`src/rtl/arb_pkg.sv`:
```
// Shared definitions for the memory-port arbiter: FSM states,
// default datapath width and requester indices.
package arb_pkg;

    localparam int unsigned ARB_DATA_W = 64;

    // Requester indices, also the values carried by grant_sel and prio.
    localparam logic REQ_IFETCH = 1'b0;
    localparam logic REQ_DATA   = 1'b1;

    typedef enum logic {
        ARB_IDLE = 1'b0,
        ARB_BUSY = 1'b1
    } arb_state_t;

endpackage

```
`src/rtl/mux_2to1.sv`:
```
// Generic 2-to-1 multiplexer; sel=0 passes a, sel=1 passes b.
module mux_2to1 #(
    parameter int unsigned W = 64
) (
    input  logic         sel,
    input  logic [W-1:0] a,
    input  logic [W-1:0] b,
    output logic [W-1:0] y
);

    // Select between the two inputs.
    always_comb begin
        y = sel ? b : a;
    end

endmodule

```
`src/rtl/mem_port_arbiter.sv`:
```
// Two-requester arbiter sharing one memory port between instruction
// fetch (m0) and data access (m1). Grant is registered and held for the
// whole transfer, priority alternates after each completed or timed-out
// transfer, and a stalled slave is released after TIMEOUT_CYC cycles.
module mem_port_arbiter
    import arb_pkg::*;
#(
    parameter int unsigned DATA_W      = ARB_DATA_W,
    parameter int unsigned TIMEOUT_CYC = 16
) (
    input  logic              clk,
    input  logic              rst_n,
    input  logic              m0_req,
    input  logic [DATA_W-1:0] m0_addr,
    input  logic [DATA_W-1:0] m0_wdata,
    input  logic              m0_we,
    output logic              m0_ack,
    input  logic              m1_req,
    input  logic [DATA_W-1:0] m1_addr,
    input  logic [DATA_W-1:0] m1_wdata,
    input  logic              m1_we,
    output logic              m1_ack,
    output logic              s_req,
    output logic [DATA_W-1:0] s_addr,
    output logic [DATA_W-1:0] s_wdata,
    output logic              s_we,
    input  logic              s_ack,
    input  logic [DATA_W-1:0] s_rdata,
    output logic [DATA_W-1:0] m_rdata,
    output logic              grant_sel,
    output logic              busy,
    output logic              timeout_err
);

    localparam int unsigned CNT_W = $clog2(TIMEOUT_CYC) + 1;

    arb_state_t       state;
    arb_state_t       state_nxt;
    logic             prio;
    logic [CNT_W-1:0] hold_cnt;

    logic in_busy;
    logic req_g;
    logic we_g;
    logic any_req;
    logic pick;
    logic done;
    logic expire;
    logic abort;

    // Shared address and write-data muxes steered by the registered grant.
    mux_2to1 #(.W(DATA_W)) u_addr_mux (
        .sel (grant_sel),
        .a   (m0_addr),
        .b   (m1_addr),
        .y   (s_addr)
    );

    mux_2to1 #(.W(DATA_W)) u_wdata_mux (
        .sel (grant_sel),
        .a   (m0_wdata),
        .b   (m1_wdata),
        .y   (s_wdata)
    );

    // Transfer-ending conditions; completion takes precedence over timeout,
    // and timeout over abort.
    always_comb begin
        in_busy = (state == ARB_BUSY);
        req_g   = (grant_sel == REQ_DATA) ? m1_req : m0_req;
        we_g    = (grant_sel == REQ_DATA) ? m1_we  : m0_we;
        any_req = m0_req | m1_req;
        pick    = (m0_req & m1_req) ? prio : (m1_req ? REQ_DATA : REQ_IFETCH);
        done    = in_busy & s_ack;
        expire  = in_busy & ~s_ack & (hold_cnt == CNT_W'(TIMEOUT_CYC - 1));
        abort   = in_busy & ~s_ack & ~expire & ~req_g;
    end

    // State register.
    always_ff @(posedge clk or negedge rst_n) begin
        if (!rst_n) begin
            state <= ARB_IDLE;
        end else begin
            state <= state_nxt;
        end
    end

    // Next-state logic.
    always_comb begin
        state_nxt = state;
        case (state)
            ARB_IDLE: if (any_req) state_nxt = ARB_BUSY;
            ARB_BUSY: if (done | expire | abort) state_nxt = ARB_IDLE;
            default:  state_nxt = ARB_IDLE;
        endcase
    end

    // Grant, priority and saturating hold counter.
    always_ff @(posedge clk or negedge rst_n) begin
        if (!rst_n) begin
            grant_sel <= REQ_IFETCH;
            prio      <= REQ_IFETCH;
            hold_cnt  <= '0;
        end else if (state == ARB_IDLE) begin
            if (any_req) begin
                grant_sel <= pick;
                hold_cnt  <= '0;
            end
        end else begin
            if (done | expire) begin
                prio <= ~grant_sel;
            end
            if (!s_ack && hold_cnt != '1) begin
                hold_cnt <= hold_cnt + 1'b1;
            end
        end
    end

    // Output decode.
    always_comb begin
        busy        = in_busy;
        s_req       = in_busy & req_g;
        s_we        = in_busy & req_g & we_g;
        m0_ack      = done & (grant_sel == REQ_IFETCH);
        m1_ack      = done & (grant_sel == REQ_DATA);
        timeout_err = expire;
        m_rdata     = s_rdata;
    end

endmodule

```
`config.mk`:
```
export PLATFORM = sky130hd
export DESIGN_NAME = mem_port_arbiter
export DESIGN_NICKNAME = d
export VERILOG_FILES = /design/src/rtl/arb_pkg.sv /design/src/rtl/mux_2to1.sv /design/src/rtl/mem_port_arbiter.sv
export SDC_FILE = /design/constraint.sdc
export NUM_CORES = 1
export LEC_CHECK = 0
export CORE_AREA = 4 4 205 207
export DETAILED_ROUTE_END_ITERATION = 8
export DIE_AREA = 0 0 209 211
export GPL_TIMING_DRIVEN = 0
export PLACE_DENSITY = 0.36
export SLEW_MARGIN = 20
export SYNTH_ARGS = -nofsm -noshare
export SYNTH_HDL_FRONTEND = slang
export SYNTH_SLANG_ARGS = --single-unit
```
`constraint.sdc`:
```
create_clock -name clk -period 2.2 [get_ports clk]
set_input_delay 0.44 -clock clk [delete_from_list [all_inputs] [get_ports clk]]
set_output_delay 0.44 -clock clk [all_outputs]
set_load 0.02 [all_outputs]
```
==> summary.txt, run 1 <==
CTS
  – Worst-path clk slew: 40 ps
  – Num CTS Buffers: 3
  – Htree depth: 1
  – CTS tree: yes
  – Worst skew pair latency: 230 ps
  – Sink Count: 8
  – Bufs on Longest Clock Path: 2
  – Hold-fix buffers at CTS: 0
  – Root Driver: clkbuf_16

Worst setup path
  – Largest delay share family, worst path: buffers and inverters
  – Crit path required time: 1760 ps
  – Slowest stage delay, CP: 430 ps
  – Worst Path Buf+Inv: 5
  – Critical Path Most Common Cell: buf_12
  – Worst setup path category: flip-flop to output port
  – FF-to-FF End: hold_cnt[2]$_DFFE_PN0P_
  – Worst r2r src: hold_cnt[0]$_DFFE_PN0P_
  – Crit path DAT: 1700 ps
  – R2R Setup Slk: 210 ps
  – CP startpoint: grant_sel$_DFFE_PN0P_
  – R2r worst-path depth: 6
  – Critical path startpoint category: flip-flop
  – Worst Setup End Kind: output port
  – Slowest-stage cell, CP: dfrtp_2
  – Crit path cell chain: buf_6 > buf_12 > buf_12 > buf_12 > mux2_4 > buf_4
  – Critical path fanouts, max: 10

Routing
  – DR vias/cell: 2.996
  – Total Wirelength: 18570 um
  – # DRC: 0
  – Wire per inst: 14.82 um
  – Post-route ant nets: 0
  – Pre-Repair DR Iteration Count: 4
  – Via count: 3754
  – Detailed Route Iter0 Violations: 51

STA
  – Final hold vios: 0
  – Clock Skews: 3.180 ps
  – Min Clock Period, post-route: 2140 ps
  – Tightest Pin Transition: 385.0 ps
  – Count of endpoints failing setup in the final report: 0
  – Final max-slew violation count: 0
  – Worst slew margin: 74.25%
  – Fmax: 467.3 MHz
  – Final period utilization: 97.26%
  – RSZ-0062 raised after global routing: false

Finish
  – Fill cells: 4574
  – N_diodes: 0
  – Ratio of cells with drive above 1 in the final layout: 38.56%
  – Final #Nets: 1053
  – Storage cell area: 201.4 sq um
  – Post-route cell area: 7659 sq um
  – Synth-to-Final Area Change: 212.5%
  – Area of the multi-input gates: 1688 sq um
  – Non-Filler Instances: 1253

Global routing
  – Largest net degree at the start of global routing: 11
  – Vias in the first global route: 4120
  – First-pass GRT wire length: 25810 um
  – Grt ovf: 0
  – GRT Util Overall: 7.537%
  – Initial antenna violation count: 2

Place
  – DP Wirelength: 16710 um
  – Placer Congestion: 0.7646
  – Placed Cells: 1246
  – Port buffer count: 461
  – DP Area: 7731 sq um

Power and ir drop
  – PwrDens: 740.5 nW/um^2
  – VDD IR-drop max: 0.0002659 V
  – Clock Power Share: 5.5%
  – Static Leak: 3.127 nW
  – Net Sw Frac: 45.98%
  – Reg power frac: 4.4%
  – Switching power of the nets: 2.607 mW
  – Logic gate share of total power: 90.2%
  – Internal: 3.064 mW
  – Overall Power: 5.671 mW

Yosys
  – Fraction of registers with async set or reset after synthesis: 100.0%
  – Synth top area cells: mux2_2, buf_4, dfrtp_1
  – Syn Std Cell Area: 2451 sq um
  – Yosys top cell by area: mux2_2
  – Post-synth EDFFs: 0
  – Main synth FF type: dfrtp_1
  – Synth Instances: 253
  – Unique masters post-synth: 26
  – Post-Syn Nets: 583
  – Synth cell count leaders: mux2_2, buf_4, buf_2, dfrtp_1, nand2_1
  – Post-Syn Area per Cell: 9.688 sq um
  – Post-synthesis register bit count: 8
  – Post-synth top area share: 59.26%
  – Count leader, synth: mux2_2
  – Register area share after synthesis: 8.167%
  – Count of warnings emitted by yosys: 0

Min path
  – Hold path startpoint: hold_cnt[3]$_DFFE_PN0P_
  – Hold Path Class: flip-flop to flip-flop
  – WHS Path Cells: 1
  – WHS Endpoint: hold_cnt[3]$_DFFE_PN0P_

Floorplan
  – Die height: 211 um
  – # rows: 74
  – Die width: 209 um
  – Initial Util: 6.072%
  – Core ar.: 40370 sq um
  – I/O Pins: 526
  – DIE AREA: 44100 sq um

Run status
  – Status: complete, no violations

Run
  – Number of max-cap violations: 0
==> registers in the layout, indices dropped and copies added (netlist names) <==
register and cells:
busy 1, prio 1, grant_sel 1, hold_cnt 5
==> area by class of cell <==
cell class                 instances  area share [%]
tap                              532           8.691
multi-input combinational        162           22.04
buffer                            78           8.740
inverter                           4          0.1960
timing repair buffer             466           56.72
clock buffer                       3          0.9802
sequential                         8           2.630
==> repair_timing <==
item / in CTS / in global routing
gates resized for setup: 301 / 57
endpoints found under the setup margin: 133 / 45
buffers inserted: 5 / 0
==> worst max path at each step <==
stage,to,cells after the start,slack (ps)
after CTS,s_wdata[19],6,-140
after global routing,s_wdata[51],5,0.9
after detailed placement,s_wdata[48],5,-980
after global placement,s_wdata[48],5,-950
after floorplan,s_addr[49],4,270
final,s_wdata[25],6,60
==> metrics by stage <==
| step | setup WS, ps | hold slack, ps | TNS, ps | utilization, % |
|---|---|---|---|---|
| 6_report | 60.25 | 483.9 | 0 | 18.97 |
| 3_3_place_gp | -946.4 | 473.8 | -86030 | 19.15 |
| 2_1_floorplan | 274.8 | 144.4 | 0 | - |
| 3_5_place_dp | -977.8 | 474.0 | -88270 | 19.15 |
| 5_1_grt | 0.8796 | 509.0 | 0 | 18.97 |
| 4_1_cts | -141.3 | 482.3 | -2267 | 19.18 |
==> metal layers <==
layer  vias to the layer above  global-route usage (%)  routed length (um)
li1                       1775                       -                   -
met1                      1672                   7.596                6174
met2                       294                   15.23               10220
met3                         9                   2.807                2077
met4                         4                  0.6751                  72
met5                         -                       0                  27
==> layout by cell type, fill, tap and decap left out <==
| cell type | n |
|---|---|
| buf_12 | 7 |
| clkdlybuf4s15_1 | 11 |
| nand2_1 | 4 |
| clkdlybuf4s50_1 | 327 |
| buf_6 | 4 |
| dlygate4sd2_1 | 65 |
| o21bai_1 | 1 |
| dlymetal6s2s_1 | 1 |
| nand2_2 | 1 |
| o2bb2ai_1 | 1 |
| o31ai_1 | 1 |
| a31oi_1 | 1 |
| or3b_4 | 1 |
| nor3b_2 | 1 |
| clkdlybuf4s15_2 | 2 |
| a21oi_1 | 2 |
| a22o_1 | 1 |
| nand4_1 | 1 |
| or3_1 | 1 |
| buf_8 | 3 |
| o21ai_0 | 4 |
| nor3b_1 | 1 |
| mux2_4 | 1 |
| and3_1 | 1 |
| and3_2 | 1 |
| mux2_2 | 128 |
| inv_1 | 4 |
| dfrtp_1 | 7 |
| nor2_1 | 3 |
| nand3_1 | 1 |
| clkbuf_16 | 3 |
| dfrtp_2 | 1 |
| buf_2 | 49 |
| clkbuf_2 | 5 |
| ha_1 | 3 |
| mux2i_1 | 2 |
| o21ba_2 | 1 |
| buf_4 | 70 |
==> worst reg2reg max path, stage by stage (launching register included) <==
cell     delay (ps)
dfrtp_1         400
ha_1            220
and3_1          210
ha_1            210
or3b_4          420
or3_1           320
a21oi_1         150
==> kinds of logic (layout without fill, tap and decap cells) <==
logic type / count (synthesis) / after routing / synth area share (%)
compound gates: 12 / 12 / 3.217
fa+ha+maj: 3 / 3 / 1.532
buf+inv: 83 / 551 / 23.23
flops: 8 / 8 / 8.167
mux: 131 / 131 / 60.08
simple gates: 16 / 16 / 3.778
==> power by group through the flow <==
stage                     Sequential (mW)  Combinational (mW)  Clock (mW)
final                               0.248                5.11       0.309
after global routing                0.257                5.48       0.325
after CTS                           0.245                5.27       0.312
after detailed placement            0.235                5.41           0
after global placement              0.238                5.48           0
after floorplan                     0.247                2.80           0
(Power assumes the default switching activity.)
==> run 2, diff against run 1 <==
- CTS_CLUSTER_SIZE: default -> 25
==> results of run 2 <==
The final DEF is identical to that of run 1; final timing and power are the same.
==> run 3, diff against run 2 <==
- CORE_AREA: 4 4 205 207 -> 4 4 201 203
- CTS_CLUSTER_SIZE: 25 -> 28
- DIE_AREA: 0 0 209 211 -> 0 0 205 207
- PLACE_DENSITY: 0.36 -> 0.39
- SYNTH_HIERARCHICAL: default -> 1
==> run 3 against run 2 <==
Compared with the run above:
- the run now ends with negative setup slack left
- sequential share of layout area decreased by 0.16 points
- maximum frequency decreased by 3.6%
- clock power decreased by 3%
- utilization increased by 2.2 points
- clock skew decreased by 3.0 ps
- global-route usage increased by 1.8 points
- critical endpoint is now s_wdata[50]
- largest cell class unchanged
==> summary.txt, run 3 <==
Yosys
  – Post-synth EDFFs: 0 (unchanged)
  – Synth Instances: 252 (was 253)
  – Count of warnings emitted by yosys: 6 (was 0)
  – Post-Syn Area per Cell: 12.26 sq um (was 9.688 sq um)
  – Main synth FF type: dfrtp_1 (unchanged)
  – Register area share after synthesis: 6.478% (was 8.167%)
  – Fraction of registers with async set or reset after synthesis: 100.0% (unchanged)
  – Post-synthesis register bit count: 8 (unchanged)
  – Unique masters post-synth: 27 (was 26)
  – Synth top area cells: mux2_4, buf_4, buf_12 (was mux2_2, buf_4, dfrtp_1)
  – Post-Syn Nets: 582 (was 583)
  – Synth cell count leaders: mux2_4, buf_4, buf_12, mux2_2, dfrtp_1 (was mux2_2, buf_4, buf_2, dfrtp_1, nand2_1)
  – Post-synth top area share: 58.30% (was 59.26%)
  – Yosys top cell by area: mux2_4 (was mux2_2)
  – Syn Std Cell Area: 3090 sq um (was 2451 sq um)
  – Count leader, synth: mux2_4 (was mux2_2)

STA
  – Hold slack: 480.0 ps (was 483.9 ps)
  – Min Clock Period, post-route: 2220 ps (was 2140 ps)
  – Clock Skews: 0.2197 ps (was 3.180 ps)
  – RSZ-0062 raised after global routing: true (was false)
  – Count of endpoints failing setup in the final report: 6 (was 0)
  – Slack of the critical path: -19.64 ps (was 60.25 ps)
  – Final hold vios: 0 (unchanged)
  – Worst slew margin: 70.18% (was 74.25%)
  – Tightest Pin Transition: 449.1 ps (was 385.0 ps)
  – Final max-slew violation count: 0 (unchanged)
  – Fmax: 450.5 MHz (was 467.3 MHz)
  – Final period utilization: 100.9% (was 97.26%)

Routing
  – # DRC: 0 (unchanged)
  – Wire per inst: 17.80 um (was 14.82 um)
  – Total Wirelength: 22090 um (was 18570 um)
  – Post-route ant nets: 0 (unchanged)
  – Via count: 3668 (was 3754)
  – Pre-Repair DR Iteration Count: 4 (unchanged)
  – Detailed Route Iter0 Violations: 114 (was 51)
  – DR vias/cell: 2.956 (was 2.996)

Finish
  – Ratio of cells with drive above 1 in the final layout: 42.60% (was 38.56%)
  – Post-route cell area: 8143 sq um (was 7659 sq um)
  – Top reg by flops: hold_cnt (unchanged)
  – Fill cells: 4316 (was 4574)
  – Max reg flops: 5 (unchanged)
  – Most common cell after layout, fill and taps aside: clkdlybuf4s50_1 (unchanged)
  – Non-Filler Instances: 1241 (was 1253)
  – Synth-to-Final Area Change: 163.5% (was 212.5%)
  – N_diodes: 0 (unchanged)
  – Highest-count cells in the layout ignoring fill and taps: clkdlybuf4s50_1, mux2_4, buf_4 (was clkdlybuf4s50_1, mux2_2, buf_4)
  – Final #Nets: 1055 (was 1053)

Worst setup path
  – Crit path capture: s_wdata[50] (was s_wdata[25])
  – Worst r2r src: hold_cnt[0]$_DFFE_PN0P_ (unchanged)
  – Crit path required time: 1760 ps (about the same)
  – Critical path fanouts, max: 10 (unchanged)
  – Worst Setup End Kind: output port (unchanged)
  – CP startpoint: grant_sel$_DFFE_PN0P_ (unchanged)
  – R2R Setup Slk: 240 ps (was 210 ps)
  – Crit path DAT: 1780 ps (was 1700 ps)
  – R2r worst-path depth: 6 (unchanged)
  – Worst setup path category: flip-flop to output port (unchanged)
  – FF-to-FF End: hold_cnt[2]$_DFFE_PN0P_ (unchanged)
  – Critical path startpoint category: flip-flop (unchanged)

Place
  – Port buffer count: 461 (unchanged)
  – Placer Congestion: 0.7523 (was 0.7646)
  – Placed Cells: 1231 (was 1246)
  – DP Wirelength: 19890 um (was 16710 um)
  – Worst slack at placement: -445.8 ps (was -977.8 ps)
  – DP Area: 8353 sq um (was 7731 sq um)

Run
  – Number of max-cap violations: 0 (unchanged)

Floorplan
  – Die width: 205 um (was 209 um)
  – # rows: 72 (was 74)
  – I/O Pins: 526 (unchanged)
  – Die height: 207 um (was 211 um)
  – Core ar.: 38470 sq um (was 40370 sq um)
  – DIE AREA: 42440 sq um (was 44100 sq um)
  – Initial Util: 8.034% (was 6.072%)

CTS
  – Worst skew pair latency: 230 ps (about the same)
  – Sink Count: 8 (unchanged)
  – Root Driver: clkbuf_16 (unchanged)
  – Worst-path clk slew: 40 ps (about the same)
  – Bufs on Longest Clock Path: 2 (unchanged)
  – Num CTS Buffers: 3 (unchanged)
  – CTS tree: yes (unchanged)
  – Htree depth: 1 (unchanged)

Global routing
  – First-pass GRT wire length: 29630 um (was 25810 um)
  – Grt ovf: 0 (unchanged)
  – Initial antenna violation count: 0 (was 2)
  – Largest net degree at the start of global routing: 11 (unchanged)
  – GRT Util Overall: 9.376% (was 7.537%)
  – Vias in the first global route: 3999 (was 4120)

Power and ir drop
  – PwrDens: 814.0 nW/um^2 (was 740.5 nW/um^2)
  – Static Leak: 3.662 nW (was 3.127 nW)
  – VDD IR-drop max: 0.0002655 V (was 0.0002659 V)
  – Overall Power: 6.628 mW (was 5.671 mW)

Min path
  – Hold path startpoint: prio$_DFFE_PN0P_ (was hold_cnt[3]$_DFFE_PN0P_)
  – Hold Path Class: flip-flop to flip-flop (unchanged)

Run status
  – Failing checks: negative setup slack
  – Status: complete, but fails checks (was complete, no violations)
-- run 3: final cells by class --
class / count / area [sq um] / share of cell area (%)
inverters: 4 / 15.01 / 0.1844
repair buffers: 468 / 4303 / 52.84
plain buffers: 78 / 760.7 / 9.342
clock buffers: 3 / 75.07 / 0.9219
well taps: 518 / 648.1 / 7.959
multi-input cells: 162 / 2140 / 26.28
flip-flops and latches: 8 / 201.4 / 2.474
-- run 3: worst min path at each step --
| stage | endpoint | slack (ps) | depth (start not counted) |
|---|---|---|---|
| after floorplan | busy$_DFF_PN0_ | 140 | 0 |
| after global routing | hold_cnt[4]$_DFFE_PN0P_ | 540 | 1 |
| after CTS | hold_cnt[3]$_DFFE_PN0P_ | 480 | 1 |
| after global placement | hold_cnt[3]$_DFFE_PN0P_ | 470 | 1 |
| final | prio$_DFFE_PN0P_ | 480 | 2 |
| after detailed placement | hold_cnt[3]$_DFFE_PN0P_ | 470 | 1 |
-- run 3: kinds of logic (layout without fill, tap and decap cells) --
| kind of cell | after synthesis | count (layout) | share of synthesized area [%] |
|---|---|---|---|
| mux | 131 | 131 | 62.23 |
| flops | 8 | 8 | 6.478 |
| simple gates | 16 | 16 | 2.996 |
| buf+inv | 82 | 553 | 24.53 |
| fa+ha+maj | 3 | 3 | 1.215 |
| compound gates | 12 | 12 | 2.551 |
-- run 3: routing by layer --
layer  global-route usage [%]  up-vias  routed length [um]
met3                    2.565        2                2124
met1                    9.944     1627                7847
met2                    18.75      260               12000
met4                   0.9702        0                 121
met5                        0        -                   0
li1                         -     1779                   -
-- run 3: stage by stage --
step | util (%) | setup TNS (ps)
3_3_place_gp | 21.71 | -33270
5_1_grt | 21.17 | -537.1
3_5_place_dp | 21.71 | -33160
2_1_floorplan | - | 0
6_report | 21.17 | -86.35
4_1_cts | 21.65 | -735.8
-- run 3: power breakdown --
part / switching (mW) / internal, mW / leakage (nW)
clock: 0.0674 / 0.234 / 0.0370
combinational: 2.84 / 3.22 / 3.52
sequential: 0.0694 / 0.195 / 0.103
total: 2.97 / 3.65 / 3.66
-- run 3: critical path, stage by stage, from the launching register on --
cell and delay (ps):
dfrtp_2 460, buf_12 180, buf_4 150, buf_12 140, mux2_4 300, clkdlybuf4s15_2 290
-- run 3: what timing repair did --
action,in CTS,in global routing
gates resized for setup,193,135
endpoints found under the setup margin,133,65
hold buffers,0,0
buffers inserted,3,3
cloned,0,1
